### src/rtl/seg_scan_ctrl_pkg.sv
// Shared types and constants for the seven-segment scan controller.
package seg_scan_ctrl_pkg;

  typedef enum logic [0:0] {StGuard, StShow} state_e;

  localparam int unsigned DIG_W = 4;
  // Wide enough for the largest supported digit count; callers slice it down.
  localparam logic [7:0] AN_OFF = 8'hFF;

  function automatic int unsigned idx_w(input int unsigned n);
    return (n <= 2) ? 1 : $clog2(n);
  endfunction

endpackage

### src/rtl/seg_scan_if.sv
// Display-side bundle: load/data/config from the host, nibble/anode/frame strobe back.
interface seg_scan_if
  import seg_scan_ctrl_pkg::*;
#(
  parameter int unsigned NUM_DIGITS = 4
);

  logic                        load;
  logic [DIG_W*NUM_DIGITS-1:0] data_in;
  logic [NUM_DIGITS-1:0]       digit_en;
  logic                        lz_blank;
  logic [DIG_W-1:0]            nibble;
  logic [NUM_DIGITS-1:0]       an;
  logic                        frame_done;

  modport master (
    output load, data_in, digit_en, lz_blank,
    input  nibble, an, frame_done
  );

  modport slave (
    input  load, data_in, digit_en, lz_blank,
    output nibble, an, frame_done
  );

endinterface

### src/rtl/seg_scan_tick.sv
// Slot prescaler: free-running 0..REFRESH_DIV-1 counter, tick on the last count.
module seg_scan_tick
  import seg_scan_ctrl_pkg::*;
#(
  parameter int unsigned REFRESH_DIV = 50000
) (
  input  logic clk,
  input  logic rst,
  output logic tick
);

  localparam int unsigned CW = idx_w(REFRESH_DIV);

  logic [CW-1:0] div_cnt_q, div_cnt_d;

  assign tick = (div_cnt_q == CW'(REFRESH_DIV - 1));

  always_comb begin
    div_cnt_d = tick ? '0 : div_cnt_q + 1'b1;
  end

  always_ff @(posedge clk) begin
    if (rst) div_cnt_q <= '0;
    else     div_cnt_q <= div_cnt_d;
  end

endmodule

### src/rtl/seg_scan_ctrl.sv
// Time-multiplexed N-digit scan controller with guard slots, blanking and
// frame-aligned double-buffered display data. The segment decoder lives outside.
module seg_scan_ctrl
  import seg_scan_ctrl_pkg::*;
#(
  parameter int unsigned NUM_DIGITS   = 4,
  parameter int unsigned REFRESH_DIV  = 50000,
  parameter int unsigned BLANK_CYCLES = 2
) (
  input logic      clk,
  input logic      rst,
  seg_scan_if.slave bus
);

  localparam int unsigned IW = idx_w(NUM_DIGITS);
  localparam int unsigned GW = idx_w(BLANK_CYCLES + 1);
  localparam int unsigned DW = DIG_W * NUM_DIGITS;
  localparam state_e SLOT_START = (BLANK_CYCLES == 0) ? StShow : StGuard;

  logic tick;

  seg_scan_tick #(
    .REFRESH_DIV(REFRESH_DIV)
  ) u_tick (
    .clk (clk),
    .rst (rst),
    .tick(tick)
  );

  state_e          state_q, state_d;
  logic [IW-1:0]   idx_q, idx_d;
  logic [GW-1:0]   guard_q, guard_d;
  logic [DW-1:0]   shadow_q, shadow_d;
  logic [DW-1:0]   active_q, active_d;
  logic            pending_q, pending_d;
  logic            frame_done_q;
  logic            frame_end;
  logic [NUM_DIGITS-1:0] blank;
  logic [NUM_DIGITS-1:0] an_d;
  logic            zero_run;

  assign frame_end = tick && (idx_q == IW'(NUM_DIGITS - 1));

  always_comb begin
    state_d = state_q;
    idx_d   = idx_q;
    guard_d = guard_q;
    if (tick) begin
      idx_d   = frame_end ? '0 : idx_q + 1'b1;
      guard_d = '0;
      state_d = SLOT_START;
    end else if (state_q == StGuard) begin
      guard_d = guard_q + 1'b1;
      if (guard_q == GW'(BLANK_CYCLES - 1)) state_d = StShow;
    end
  end

  // A load on the frame-boundary edge bypasses the shadow so it shows this frame.
  always_comb begin
    shadow_d  = shadow_q;
    active_d  = active_q;
    pending_d = pending_q;
    if (bus.load) begin
      shadow_d  = bus.data_in;
      pending_d = 1'b1;
    end
    if (frame_end) begin
      if (bus.load) begin
        active_d  = bus.data_in;
        pending_d = 1'b0;
      end else if (pending_q) begin
        active_d  = shadow_q;
        pending_d = 1'b0;
      end
    end
  end

  // Scan from the top digit down so zero_run means "this and all higher nibbles are 0".
  always_comb begin
    zero_run = 1'b1;
    blank    = '0;
    for (int i = NUM_DIGITS - 1; i >= 0; i--) begin
      zero_run = zero_run && (active_q[i*DIG_W +: DIG_W] == '0);
      blank[i] = !bus.digit_en[i] || (bus.lz_blank && (i > 0) && zero_run);
    end
  end

  always_comb begin
    an_d = AN_OFF[NUM_DIGITS-1:0];
    if (state_q == StShow && !blank[idx_q]) an_d[idx_q] = 1'b0;
  end

  assign bus.an         = an_d;
  assign bus.nibble     = active_q[idx_q*DIG_W +: DIG_W];
  assign bus.frame_done = frame_done_q;

  always_ff @(posedge clk) begin
    if (rst) begin
      state_q      <= SLOT_START;
      idx_q        <= '0;
      guard_q      <= '0;
      shadow_q     <= '0;
      active_q     <= '0;
      pending_q    <= 1'b0;
      frame_done_q <= 1'b0;
    end else begin
      state_q      <= state_d;
      idx_q        <= idx_d;
      guard_q      <= guard_d;
      shadow_q     <= shadow_d;
      active_q     <= active_d;
      pending_q    <= pending_d;
      frame_done_q <= frame_end;
    end
  end

endmodule

### src/flat_wrapper.sv
// flat-port wrapper written by rule: the top's interface ports become plain ports
module seg_scan_ctrl_flat import seg_scan_ctrl_pkg::*;
#(
  parameter int unsigned NUM_DIGITS   = 4,
  parameter int unsigned REFRESH_DIV  = 50000,
  parameter int unsigned BLANK_CYCLES = 2
)
  (clk, rst, bus_load, bus_data_in, bus_digit_en, bus_lz_blank, bus_nibble, bus_an, bus_frame_done);
  seg_scan_if #(.NUM_DIGITS(NUM_DIGITS)) bus_i ();
  input logic clk;
  input logic rst;
  input wire logic [$bits(bus_i.load)-1:0] bus_load;
  input wire logic [$bits(bus_i.data_in)-1:0] bus_data_in;
  input wire logic [$bits(bus_i.digit_en)-1:0] bus_digit_en;
  input wire logic [$bits(bus_i.lz_blank)-1:0] bus_lz_blank;
  output wire logic [$bits(bus_i.nibble)-1:0] bus_nibble;
  output wire logic [$bits(bus_i.an)-1:0] bus_an;
  output wire logic [$bits(bus_i.frame_done)-1:0] bus_frame_done;
  assign bus_i.load = bus_load;
  assign bus_i.data_in = bus_data_in;
  assign bus_i.digit_en = bus_digit_en;
  assign bus_i.lz_blank = bus_lz_blank;
  assign bus_nibble = bus_i.nibble;
  assign bus_an = bus_i.an;
  assign bus_frame_done = bus_i.frame_done;
  seg_scan_ctrl #(.NUM_DIGITS(NUM_DIGITS), .REFRESH_DIV(REFRESH_DIV), .BLANK_CYCLES(BLANK_CYCLES)) u_core (.clk(clk), .rst(rst), .bus(bus_i));
endmodule
### config.mk
export PLATFORM = sky130hd
export DESIGN_NAME = seg_scan_ctrl_flat
export DESIGN_NICKNAME = d
export VERILOG_FILES = /design/src/rtl/seg_scan_ctrl_pkg.sv /design/src/rtl/seg_scan_if.sv /design/src/rtl/seg_scan_tick.sv /design/src/rtl/seg_scan_ctrl.sv /design/src/flat_wrapper.sv
export SDC_FILE = /design/constraint.sdc
export NUM_CORES = 1
export LEC_CHECK = 0
export ABC_CLOCK_PERIOD_IN_PS = 2000
export BUFFER_PORTS_ARGS = -buffer_cell sky130_fd_sc_hd__buf_2
export CAP_MARGIN = 25
export CORE_MARGIN = 2
export CORE_UTILIZATION = 51
export CTS_BUF_LIST = sky130_fd_sc_hd__clkbuf_16
export CTS_CLUSTER_SIZE = 24
export DETAILED_ROUTE_END_ITERATION = 8
export GPL_TIMING_DRIVEN = 0
export PLACE_DENSITY_LB_ADDON = 0.15
export SLEW_MARGIN = 20
export SYNTH_ARGS = -nofsm -noshare
export SYNTH_HDL_FRONTEND = slang
export SYNTH_SLANG_ARGS = --single-unit
export TNS_END_PERCENT = 1
### constraint.sdc
create_clock -name clk -period 2 [get_ports clk]
set_input_delay 0.2 -clock clk [delete_from_list [all_inputs] [get_ports clk]]
set_output_delay 0.2 -clock clk [all_outputs]
set_load 0.01 [all_outputs]
Word-level counts from Yosys, hierarchy flattened. Index checks and enable logic that the tools add are counted.

Flip-flop bits (word level): 55. Input port bits: 24.

Equality and inequality tests: 3. $add $sub $neg: 3. Mux-type cells: 14. $lt $le $gt $ge: 2. Bitwise operators: 1. Reduce and logical (&&, ||, !) cells: 22. Shift-type cells: 1.

Operators with widths (number): $mux 16 (2); $add 16x1->16 const B (1); $eq 16x16->1 const B (1); $shiftx 16x5->4 (1); $logic_not 4->1 (3); $logic_and 1x1->1 (8); $mux 1 (8); $logic_not 1->1 (5); $add 2x1->2 const B (2); $mux 4 (1); $not 4->4 (1); $logic_or 1x1->1 (3); $lt 2x3->1 const B (1); $bmux 1 s2 (1); $demux 1 s2 (1); $eq 2x1->1 const B (1); $eq 2x2->1 const B (1); $ge 2x1->1 const B (1); $mux 2 (1); $reduce_and 2->1 (1); $reduce_bool 2->1 (1); $reduce_or 2->1 (1).

Logic depth before layout (Yosys ltp). Gate-level depths: netlist of the first run.

Depth in word-level cells: 10. Depth in mapped cells: 7. Depth with buffers taken out: 5.

Modules after synthesis. A second synthesis of the first run with hierarchy kept.

Cells, all modules: 242. Area, all modules: 2329.7 sq um.

Modules (own cells, without submodules): seg_scan_ctrl (instances 1, area each 1619.1 sq um, cells each 161); seg_scan_tick (instances 1, area each 710.7 sq um, cells each 81).

Worst setup path after synthesis of the first run. Ideal clock, no wire load.

Kind: register to register. Start: register u_core.u_tick.div_cnt_q[11]. End: register u_core.active_q[10]. Data arrival time: 2.058 ns. Buffers on the path: 2. Setup slack: -0.179 ns. Required time: 1.879 ns. Stages on the path, launching flop included: 7. Library setup time: 0.121 ns. Cell sequence: dfxtp_1 -> or4b_1 -> or2_2 -> nor4bb_1 -> buf_2 -> buf_4 -> mux2_2.

Longest elaborated chain between the ends: 3.

Ends and longest elaborated chain: start, declared (RTL line seg_scan_tick.sv:14) `logic [CW-1:0] div_cnt_q, div_cnt_d;`; start signal, assigned (RTL line seg_scan_tick.sv:24) `else div_cnt_q <= div_cnt_d;`; $eq 16x16->1 (RTL line seg_scan_tick.sv:16) `assign tick = (div_cnt_q == CW'(REFRESH_DIV - 1));`; $logic_and 1x1->1 (RTL line seg_scan_ctrl.sv:42) `assign frame_end = tick && (idx_q == IW'(NUM_DIGITS - 1));`; $reduce_and 2->1 (no source line); end signal, assigned (RTL line seg_scan_ctrl.sv:111) `active_q <= active_d;`; end, declared (RTL line seg_scan_ctrl.sv:34) `logic [DW-1:0] active_q, active_d;`.

Every way passes these cells. A chain may end at the register's enable or synchronous reset.

Final worst setup path of the first run.
Start: register u_core.u_tick.div_cnt_q[12]. End: register u_core.idx_q[0].

Longest elaborated chain between the ends: 3.

Ends and longest elaborated chain: $eq 16x16->1 (*) (RTL line seg_scan_tick.sv:16); $logic_and 1x1->1 (RTL line seg_scan_ctrl.sv:42); $mux 2 (RTL line seg_scan_ctrl.sv:49) `idx_d = frame_end ? '0 : idx_q + 1'b1;`; end signal, assigned (RTL line seg_scan_ctrl.sv:108) `idx_q <= idx_d;`; end, declared (RTL line seg_scan_ctrl.sv:31) `logic [IW-1:0] idx_q, idx_d;`.

Mark *: on every way between the ends. The rest lies on a longest branch, timed or not.

==> results of run 1 <==
## worst max-delay path, cell delays in order, from the launching register on
cell and delay [ns]:
dfxtp_2 0.33, or4b_4 0.53, or4_4 0.52, buf_6 0.15
or4_4 0.41, a21oi_2 0.12
## how the worst max path moves through the flow
stage	to	slack, ns
after floorplan	u_core.active_q[10]	-0.09
after global placement	u_core.active_q[4]	-0.27
after detailed placement	u_core.active_q[3]	-0.27
after CTS	u_core.active_q[0]	-0.13
after global routing	u_core.idx_q[0]	-0.16
final	u_core.idx_q[0]	-0.12
## power by group through the flow
| stage | combinational [uW] | clock, uW | sequential (uW) |
|---|---|---|---|
| 2_1_floorplan | 119 | 0 | 1190 |
| 3_3_place_gp | 161 | 0 | 1190 |
| 3_5_place_dp | 166 | 0 | 1200 |
| 4_1_cts | 175 | 839 | 1170 |
| 5_1_grt | 209 | 877 | 1180 |
| 6_report | 180 | 816 | 1170 |
## sequential cells by signal (all words and copies together) (netlist names)
signal                   flops
u_core.pending_q             1
u_core.active_q             16
u_core.u_tick.div_cnt_q     16
u_core.guard_q               2
u_core.state_q               1
u_core.shadow_q             16
u_core.bus.frame_done        1
u_core.idx_q                 2
## timing repair
| item | CTS | global route |
|---|---|---|
| pin swaps | 11 | 8 |
| hold buffers | 0 | 0 |
| setup endpoints to repair | 36 | 40 |
| resized for setup | 11 | 16 |
| cloned | 0 | 0 |
| setup buffers | 5 | 0 |
## per-stage QoR
step / power (uW) / hold WS (ns)
final: 2170 / 0.181
after global routing: 2260 / 0.210
after CTS: 2190 / 0.180
after detailed placement: 1360 / 0.473
after global placement: 1360 / 0.461
after floorplan: 1310 / 0.376
## routing by layer
layer  share of wire (%)  track usage (%)  vias up
met4                 2.0             7.82        0
li1                    -                -      926
met5                   0                0        -
met3                 3.8             5.25        9
met1                  47             23.8      841
met2                  47             31.9       33
## layout make-up
type / count / area, um^2 / share of cell area, %
plain buffers: 14 / 92.6 / 3.09
clock buffers: 5 / 125 / 4.18
clock inverters: 3 / 12.5 / 0.418
inverters: 9 / 33.8 / 1.13
multi-input cells: 169 / 1360 / 45.6
flip-flops and latches: 55 / 1110 / 37.0
well taps: 54 / 67.6 / 2.26
repair buffers: 35 / 191 / 6.40
## cell usage in the layout, fill, tap and decap left out, drive strengths merged
| cell type | instances |
|---|---|
| dfxtp | 55 |
| buf | 41 |
| nor2 | 40 |
| nor2b | 16 |
| mux2i | 16 |
| mux2 | 16 |
| nand3 | 13 |
| clkbuf | 13 |
| inv | 11 |
| xnor2 | 11 |
| ha | 6 |
| a21oi | 5 |
| nor4 | 5 |
| nor3 | 5 |
| mux4 | 4 |
| nand2 | 4 |
| or4 | 4 |
| or3 | 3 |
| o21ai | 3 |
| xor2 | 3 |
| or4b | 2 |
| nand4 | 2 |
| or2 | 2 |
| o22ai | 1 |
| o311ai | 1 |
| o211ai | 1 |
| nand2b | 1 |
| nor4bb | 1 |
| o21bai | 1 |
| nor4b | 1 |
| a211oi | 1 |
| or3b | 1 |
| clkinv | 1 |
## kinds of logic (layout without fill, tap and decap cells)
group,after synthesis,count (layout),synth area share [%]
AND/OR/NAND/NOR,100,100,21.2
flip-flops,55,55,45.5
multiplexers,36,36,17.8
buffers and inverters,23,66,3.98
XOR/XNOR,14,14,5.06
AO/OA/AOI/OAI,13,13,3.36
adder cells (fa/ha/maj),6,6,3.10
==> reports/metrics.yaml, run 1 <==
run_status: "complete, but fails checks"
violations: "setup timing"
worst_pin_slew_ns: 0.776
clockPowerShare_pct: 37.6
synth_top_area_share_pct: 45.5
insertion_delay_ns: 0.29
regToRegSetupSlack_ns: -0.12
ys.flop_type: "dfxtp_1"
finalHoldViolCount: 0
max_slew_margin_pct: 48.3
synth_area_leader_cell: "dfxtp_1"
drive_gt1_share_pct: 30.0
clock.fmax_mhz: 472
min_from: "bus_data_in[0]"
synth_edf_count: 0
dieArea_um2: 5310
drt-total-wl_um: 4680
arrival_ns: 2.35
cts_buffers: 5
fin_util_pct: 64.2
fp-row-count: 25
initial_core_util_pct: 51.9
dp_cells: 331
pin_count: 33
post-route-min-period_ns: 2.12
synth_area_um2: 2420
yosysUniqueCellTypes: 35
seq_power_share_pct: 54.0
tns_ns: -1.78
worstHoldEndpoint: "u_core.shadow_q[0]"
ys_async_sr_fraction_pct: 0
final.setup.worst_slack_ns: -0.120
skew_ns: 0.00544
finalCritPeriodShare_pct: 106
ys_top_cells_by_area: "dfxtp_1, mux2_2, mux2i_1"
overflow: 0
drt-pass1-iter-count: 4
stdcell_area_um2: 2990
ys_seq_area_share_pct: 45.5
avgViaCountPerCell: 5.26
cts_num_sinks: 55
yosys-top-cells-count: "dfxtp_1, nor2_1, mux2_2, mux2i_1, nor2b_1"
placed_area_um2: 2710
start_kind: "flip-flop"
postRouteAntennaNets: 0
worstPathMaxFanout: 6
rsz0062_at_grt: "true"
hp-class: "input pin to flip-flop"
r2r-end: "u_core.idx_q[0]"
holdPathStages: 3
p_sw_share_pct: 22.4
cp-startpoint: "u_core.u_tick.div_cnt_q[12]"
gp_congestion: 0.805
drtIter0Drc: 117
required_ns: 2.23
setup_violations: 21
htree_levels: 2
post-route-drc-count: 0
place_ws_ns: -0.266
hpwl_um: 3280
antenna_found_initial: 0
port_buffers: 30
drv_cap: 0
clockRootBuffer: "clkbuf_16"
path_clk_slew_ns: 0.07
area_delta_synth_final_pct: 23.6
grt_pass1_wl_um: 7740
r2r-start: "u_core.u_tick.div_cnt_q[12]"
maxSlewViolCount: 0
wl_per_cell_um: 13.6
crit_type: "flip-flop to flip-flop"
synth_nets: 277
fillers: 396
grt_usage_pct: 19.3
yosysMostFrequentCell: "dfxtp_1"
power_frac_comb_pct: 8.3
critPathCaptureType: "flip-flop"
yosysWarnings: 0
p_per_area_nw_per_um2: 724
power.internal_uw: 1680
fin_nets: 319
total_leakage_power_uw: 0.00120
cts_tree: "built"
vias: 1809
cts.path.max_buffers: 2
die_y_um: 72.9
n_antenna_cell: 0
ys_ff_latch: 55
power.switching_uw: 485
core_area_um2: 4660
ir_drop_mv: 0.496
die_w_um: 72.9
synthCells: 247
grt_max_degree: 16
finalNonFillerCells: 344
synth.avg_cell_area_um2: 9.80
grt_pass1_vias: 1673
r2r_cells: 5
No activity file was read; power rests on OpenSTA's default activity.
==> run 2: changes to the inputs <==
PLACE_DENSITY_LB_ADDON = 0.05   (was 0.15)
==> reports/metrics.yaml, run 2 (synthesized netlist as in run 1, its figures left out) <==
run_status: "complete, but fails checks"
violations: "setup timing"
p_total_uw: 2170
worstHoldEndpoint: "u_core.shadow_q[6]"
tns_ns: -2.97
crit_type: "flip-flop to flip-flop"
cts_tree: "built"
start_kind: "flip-flop"
fin_nets: 319
drtIter0Drc: 72
cpMaxStageDelayCell: "or4b_4"
top_regs: "u_core.active_q (16), u_core.shadow_q (16), u_core.u_tick.div_cnt_q (16)"
finalNonFillerCells: 344
power.internal_uw: 1680
placed_area_um2: 2710
ir_drop_mv: 0.418
power_frac_comb_pct: 8.1
area_delta_synth_final_pct: 24.4
maxSlewViolCount: 0
finalCritPeriodShare_pct: 107
grt_max_degree: 16
min_from: "bus_data_in[6]"
grt_pass1_vias: 1704
layout_common_cells: "dfxtp_1, nor2_1, buf_2"
post-route-drc-count: 0
avgViaCountPerCell: 5.11
worstPathMaxFanout: 5
drt-pass1-iter-count: 4
hold_slack_ns: 0.195
r2r-end: "u_core.active_q[8]"
port_buffers: 30
finalHoldViolCount: 0
wl_per_cell_um: 14.1
htree_levels: 2
clockPowerShare_pct: 37.9
dp_cells: 331
stdcell_area_um2: 3010
final.setup.worst_slack_ns: -0.146
initial_core_util_pct: 51.9
holdPathStages: 3
worst_pin_slew_ns: 0.734
path_delay_family: "simple AND/OR/NAND/NOR gates"
vias: 1758
antenna_found_initial: 0
mostFrequentLayoutCell: "dfxtp_1"
skew_ns: 0.00397
cts.path.max_buffers: 2
grt_pass1_wl_um: 7760
postRouteAntennaNets: 0
gp_congestion: 0.762
die_w_um: 72.9
total_leakage_power_uw: 0.00120
die_y_um: 72.9
regToRegSetupSlack_ns: -0.15
seq_power_share_pct: 54.0
worst_path_largest_cell_delay_ns: 0.51
clockRootBuffer: "clkbuf_16"
power.switching_uw: 490
r2r-start: "u_core.u_tick.div_cnt_q[12]"
post-route-min-period_ns: 2.15
clock.fmax_mhz: 466
drv_cap: 0
r2r_cells: 6
dieArea_um2: 5310
rsz0062_at_grt: "true"
required_ns: 2.18
core_area_um2: 4660
arrival_ns: 2.32
setup_violations: 40
path_buf_inv: 2
cts_num_sinks: 55
cts_buffers: 5
grt_usage_pct: 19.1
n_antenna_cell: 0
p_per_area_nw_per_um2: 719
drive_gt1_share_pct: 29.3
insertion_delay_ns: 0.29
pin_count: 33
max_slew_margin_pct: 51.0
fillers: 412
worstPathCellList: "or4b_4 > or2_4 > nor4bb_2 > buf_4 > clkbuf_16 > mux2_4"
overflow: 0
p_sw_share_pct: 22.6
cts_hold_buf: 0
critPathCaptureType: "flip-flop"
fp-row-count: 25
hp-class: "input pin to flip-flop"
hpwl_um: 3320
path_clk_slew_ns: 0.07
drt-total-wl_um: 4850
==> run 2: changes by cell type in the layout (fill, tap and decap cells not counted), moves of 2 or more <==
cell	change
or4_1	+2
or4_4	-2
buf_4	-2
mux2_4	+6
mux2_2	-6
==> run 2: how the worst max path moves through the flow <==
stage	end	cells after the start	slack, ns	startpoint
finish	u_core.active_q[8]	6	-0.15	u_core.u_tick.div_cnt_q[12]
floorplan	u_core.active_q[10]	6	-0.09	u_core.u_tick.div_cnt_q[4]
global route	u_core.active_q[5]	6	-0.19	u_core.u_tick.div_cnt_q[12]
detailed placement	u_core.active_q[10]	6	-0.29	u_core.u_tick.div_cnt_q[12]
CTS	u_core.active_q[10]	6	-0.16	u_core.u_tick.div_cnt_q[4]
global placement	u_core.active_q[7]	6	-0.29	u_core.u_tick.div_cnt_q[12]
==> run 2: timing repair <==
item                                    CTS  global route
gates resized for setup                  22             7
pin swaps                                 7             5
buffers inserted                          2             2
endpoints found under the setup margin   44            41
gates cloned                              0             1
==> run 2: layout make-up <==
cell class,instances,area (um^2),area share (%)
Timing Repair Buffer,35,221,7.35
Clock inverter,3,12.5,0.415
Clock buffer,5,125,4.15
Buffer,14,92.6,3.07
Tap cell,54,67.6,2.24
Inverter,9,33.8,1.12
Multi-Input combinational cell,169,1350,44.8
Sequential cell,55,1110,36.8
==> run 2: worst reg2reg max path: stages, from the launching register on <==
cell and delay [ns]:
dfxtp_4 0.35, or4b_4 0.51, or2_4 0.25, nor4bb_2 0.27
buf_4 0.21, clkbuf_16 0.16, mux2_4 0.29
==> run 2: power by group through the flow <==
stage | logic [uW] | registers (uW) | clock network, uW
6_report | 176 | 1170 | 822
5_1_grt | 205 | 1180 | 875
4_1_cts | 177 | 1170 | 846
3_5_place_dp | 165 | 1200 | 0
3_3_place_gp | 163 | 1200 | 0
2_1_floorplan | 119 | 1190 | 0
==> run 2: metrics by stage <==
step | util [%] | worst slack, ns
CTS | 63.4 | -0.160
global route | 64.6 | -0.189
finish | 64.6 | -0.146
floorplan | - | -0.0944
global placement | 58.0 | -0.293
detailed placement | 58.0 | -0.286
==> run 2: layer usage <==
layer	part of all wire, %	wire length [um]	vias up	GRT usage, %
met5	0	0	-	0
met4	1.4	68	0	7.41
met3	2.8	136	6	4.28
met2	50	2430	24	32.8
met1	46	2220	800	23.3
li1	-	-	928	-
==> run 3: changes to the inputs <==
RECOVER_POWER = 100   (was unset)
==> reports/metrics.yaml, run 3 (synthesized netlist as in run 1, its figures left out) <==
finalHoldViolCount: 0
finalCritPeriodShare_pct: 107
run_status: "complete, but fails checks"
holdPathStages: 3
wl_met2_um: 2440
r2r-start: "u_core.u_tick.div_cnt_q[12]"
htree_levels: 2
grt_pass1_vias: 1704
rsz0062_at_grt: "true"
regToRegSetupSlack_ns: -0.15
cpMaxStageDelayCell: "or4b_4"
postRouteAntennaNets: 0
insertion_delay_ns: 0.29
path_buf_inv: 2
top_layer: "met4"
power.internal_uw: 1680
place_ws_ns: -0.286
cts_num_sinks: 55
drive_gt1_share_pct: 27.6
p_total_uw: 2170
fp-row-count: 25
die_w_um: 72.9
min_from: "bus_data_in[6]"
layout_common_cells: "dfxtp_1, nor2_1, buf_2"
max_slew_margin_pct: 51.0
p_per_area_nw_per_um2: 721
drv_cap: 0
hpwl_um: 3320
violations: "setup timing"
port_buffers: 30
worst_pin_slew_ns: 0.735
drt-pass1-iter-count: 4
cp-startpoint: "u_core.u_tick.div_cnt_q[12]"
dieArea_um2: 5310
required_ns: 2.18
met1Wirelength_um: 2220
arrival_ns: 2.32
overflow: 0
mostFrequentLayoutCell: "dfxtp_1"
met3_wirelength_um: 138
ir_drop_mv: 0.418
clock.fmax_mhz: 466
power_frac_comb_pct: 8.1
initial_core_util_pct: 51.9
placed_area_um2: 2710
cts_tree: "built"
setup_violations: 40
p_sw_share_pct: 22.7
skew_ns: 0.00452
pin_count: 33
worst_path_largest_cell_delay_ns: 0.51
post-route-min-period_ns: 2.15
gp_congestion: 0.762
power.switching_uw: 491
r2r_cells: 6
fin_nets: 319
start_kind: "flip-flop"
final.setup.worst_slack_ns: -0.147
cts.path.max_buffers: 2
clockRootBuffer: "clkbuf_16"
hp-class: "input pin to flip-flop"
area_delta_synth_final_pct: 24.2
dp_cells: 331
r2r-end: "u_core.active_q[8]"
path_clk_slew_ns: 0.07
crit_type: "flip-flop to flip-flop"
vias: 1757
stdcell_area_um2: 3010
cts_buffers: 5
drt-total-wl_um: 4860
clockPowerShare_pct: 37.9
grt_usage_pct: 19.1
worstHoldEndpoint: "u_core.shadow_q[6]"
grt_pass1_wl_um: 7760
finalNonFillerCells: 344
total_leakage_power_uw: 0.00118
drtIter0Drc: 73
seq_power_share_pct: 54.0
post-route-drc-count: 0
worstPathMaxFanout: 5
antenna_found_initial: 0
die_y_um: 72.9
hold_slack_ns: 0.195
worstPathCellList: "or4b_4 > or2_4 > nor4bb_2 > buf_4 > clkbuf_16 > mux2_4"
path_delay_family: "simple AND/OR/NAND/NOR gates"
avgViaCountPerCell: 5.11
n_antenna_cell: 0
critPathCaptureType: "flip-flop"
wl_per_cell_um: 14.1
core_area_um2: 4660
top_regs: "u_core.active_q (16), u_core.shadow_q (16), u_core.u_tick.div_cnt_q (16)"
grt_max_degree: 16
maxSlewViolCount: 0
## run 3: cell count changes in the layout (fill, tap and decap cells not counted), sizes merged
cell / change
buf: -6
clkbuf: +6
## run 3: layout make-up
cell class | count | area (um^2)
fillers | 416 | 1650
multi-input cells | 169 | 1350
flip-flops and latches | 55 | 1110
repair buffers | 35 | 215
clock buffers | 5 | 125
plain buffers | 14 | 92.6
well taps | 54 | 67.6
inverters | 9 | 33.8
clock inverters | 3 | 12.5
## run 3: worst max-delay path by stage
stage / endpoint / slack (ns) / cells past startpoint
floorplan: u_core.active_q[10] / -0.09 / 6
global route: u_core.active_q[5] / -0.19 / 6
global placement: u_core.active_q[7] / -0.29 / 6
detailed placement: u_core.active_q[10] / -0.29 / 6
finish: u_core.active_q[8] / -0.15 / 6
CTS: u_core.active_q[10] / -0.16 / 6
## run 3: what timing repair did
action | CTS | global route
hold endpoints to repair | 0 | 0
endpoints found under the setup margin | 44 | 41
hold buffers | 0 | 0
gates cloned | 0 | 1
gates resized for setup | 22 | 7
setup buffers | 2 | 2
pin swaps | 7 | 5
## run 3: worst min-delay path: stages
cell and delay [ns]:
buf_2 0.07, mux2i_1 0.06, nor2_1 0.11
## run 3: metal layers
layer / track usage (%) / up-vias
met4: 7.41 / 0
li1: - / 927
met2: 32.8 / 24
met3: 4.28 / 6
met1: 23.3 / 800
met5: 0 / -
## run 3: power by group through the flow
| stage | Sequential, uW | Combinational [uW] | Clock, uW |
|---|---|---|---|
| final | 1170 | 176 | 823 |
| after global routing | 1180 | 205 | 875 |
| after CTS | 1170 | 177 | 846 |
| after detailed placement | 1200 | 165 | 0 |
| after global placement | 1200 | 163 | 0 |
| after floorplan | 1190 | 119 | 0 |
## run 3: per-stage QoR
| stage | util, % | setup TNS (ns) |
|---|---|---|
| after floorplan | - | -1.17 |
| after global placement | 58.0 | -6.42 |
| after detailed placement | 58.0 | -6.31 |
| after CTS | 63.4 | -3.66 |
| after global routing | 64.5 | -5.02 |
| final | 64.5 | -2.95 |
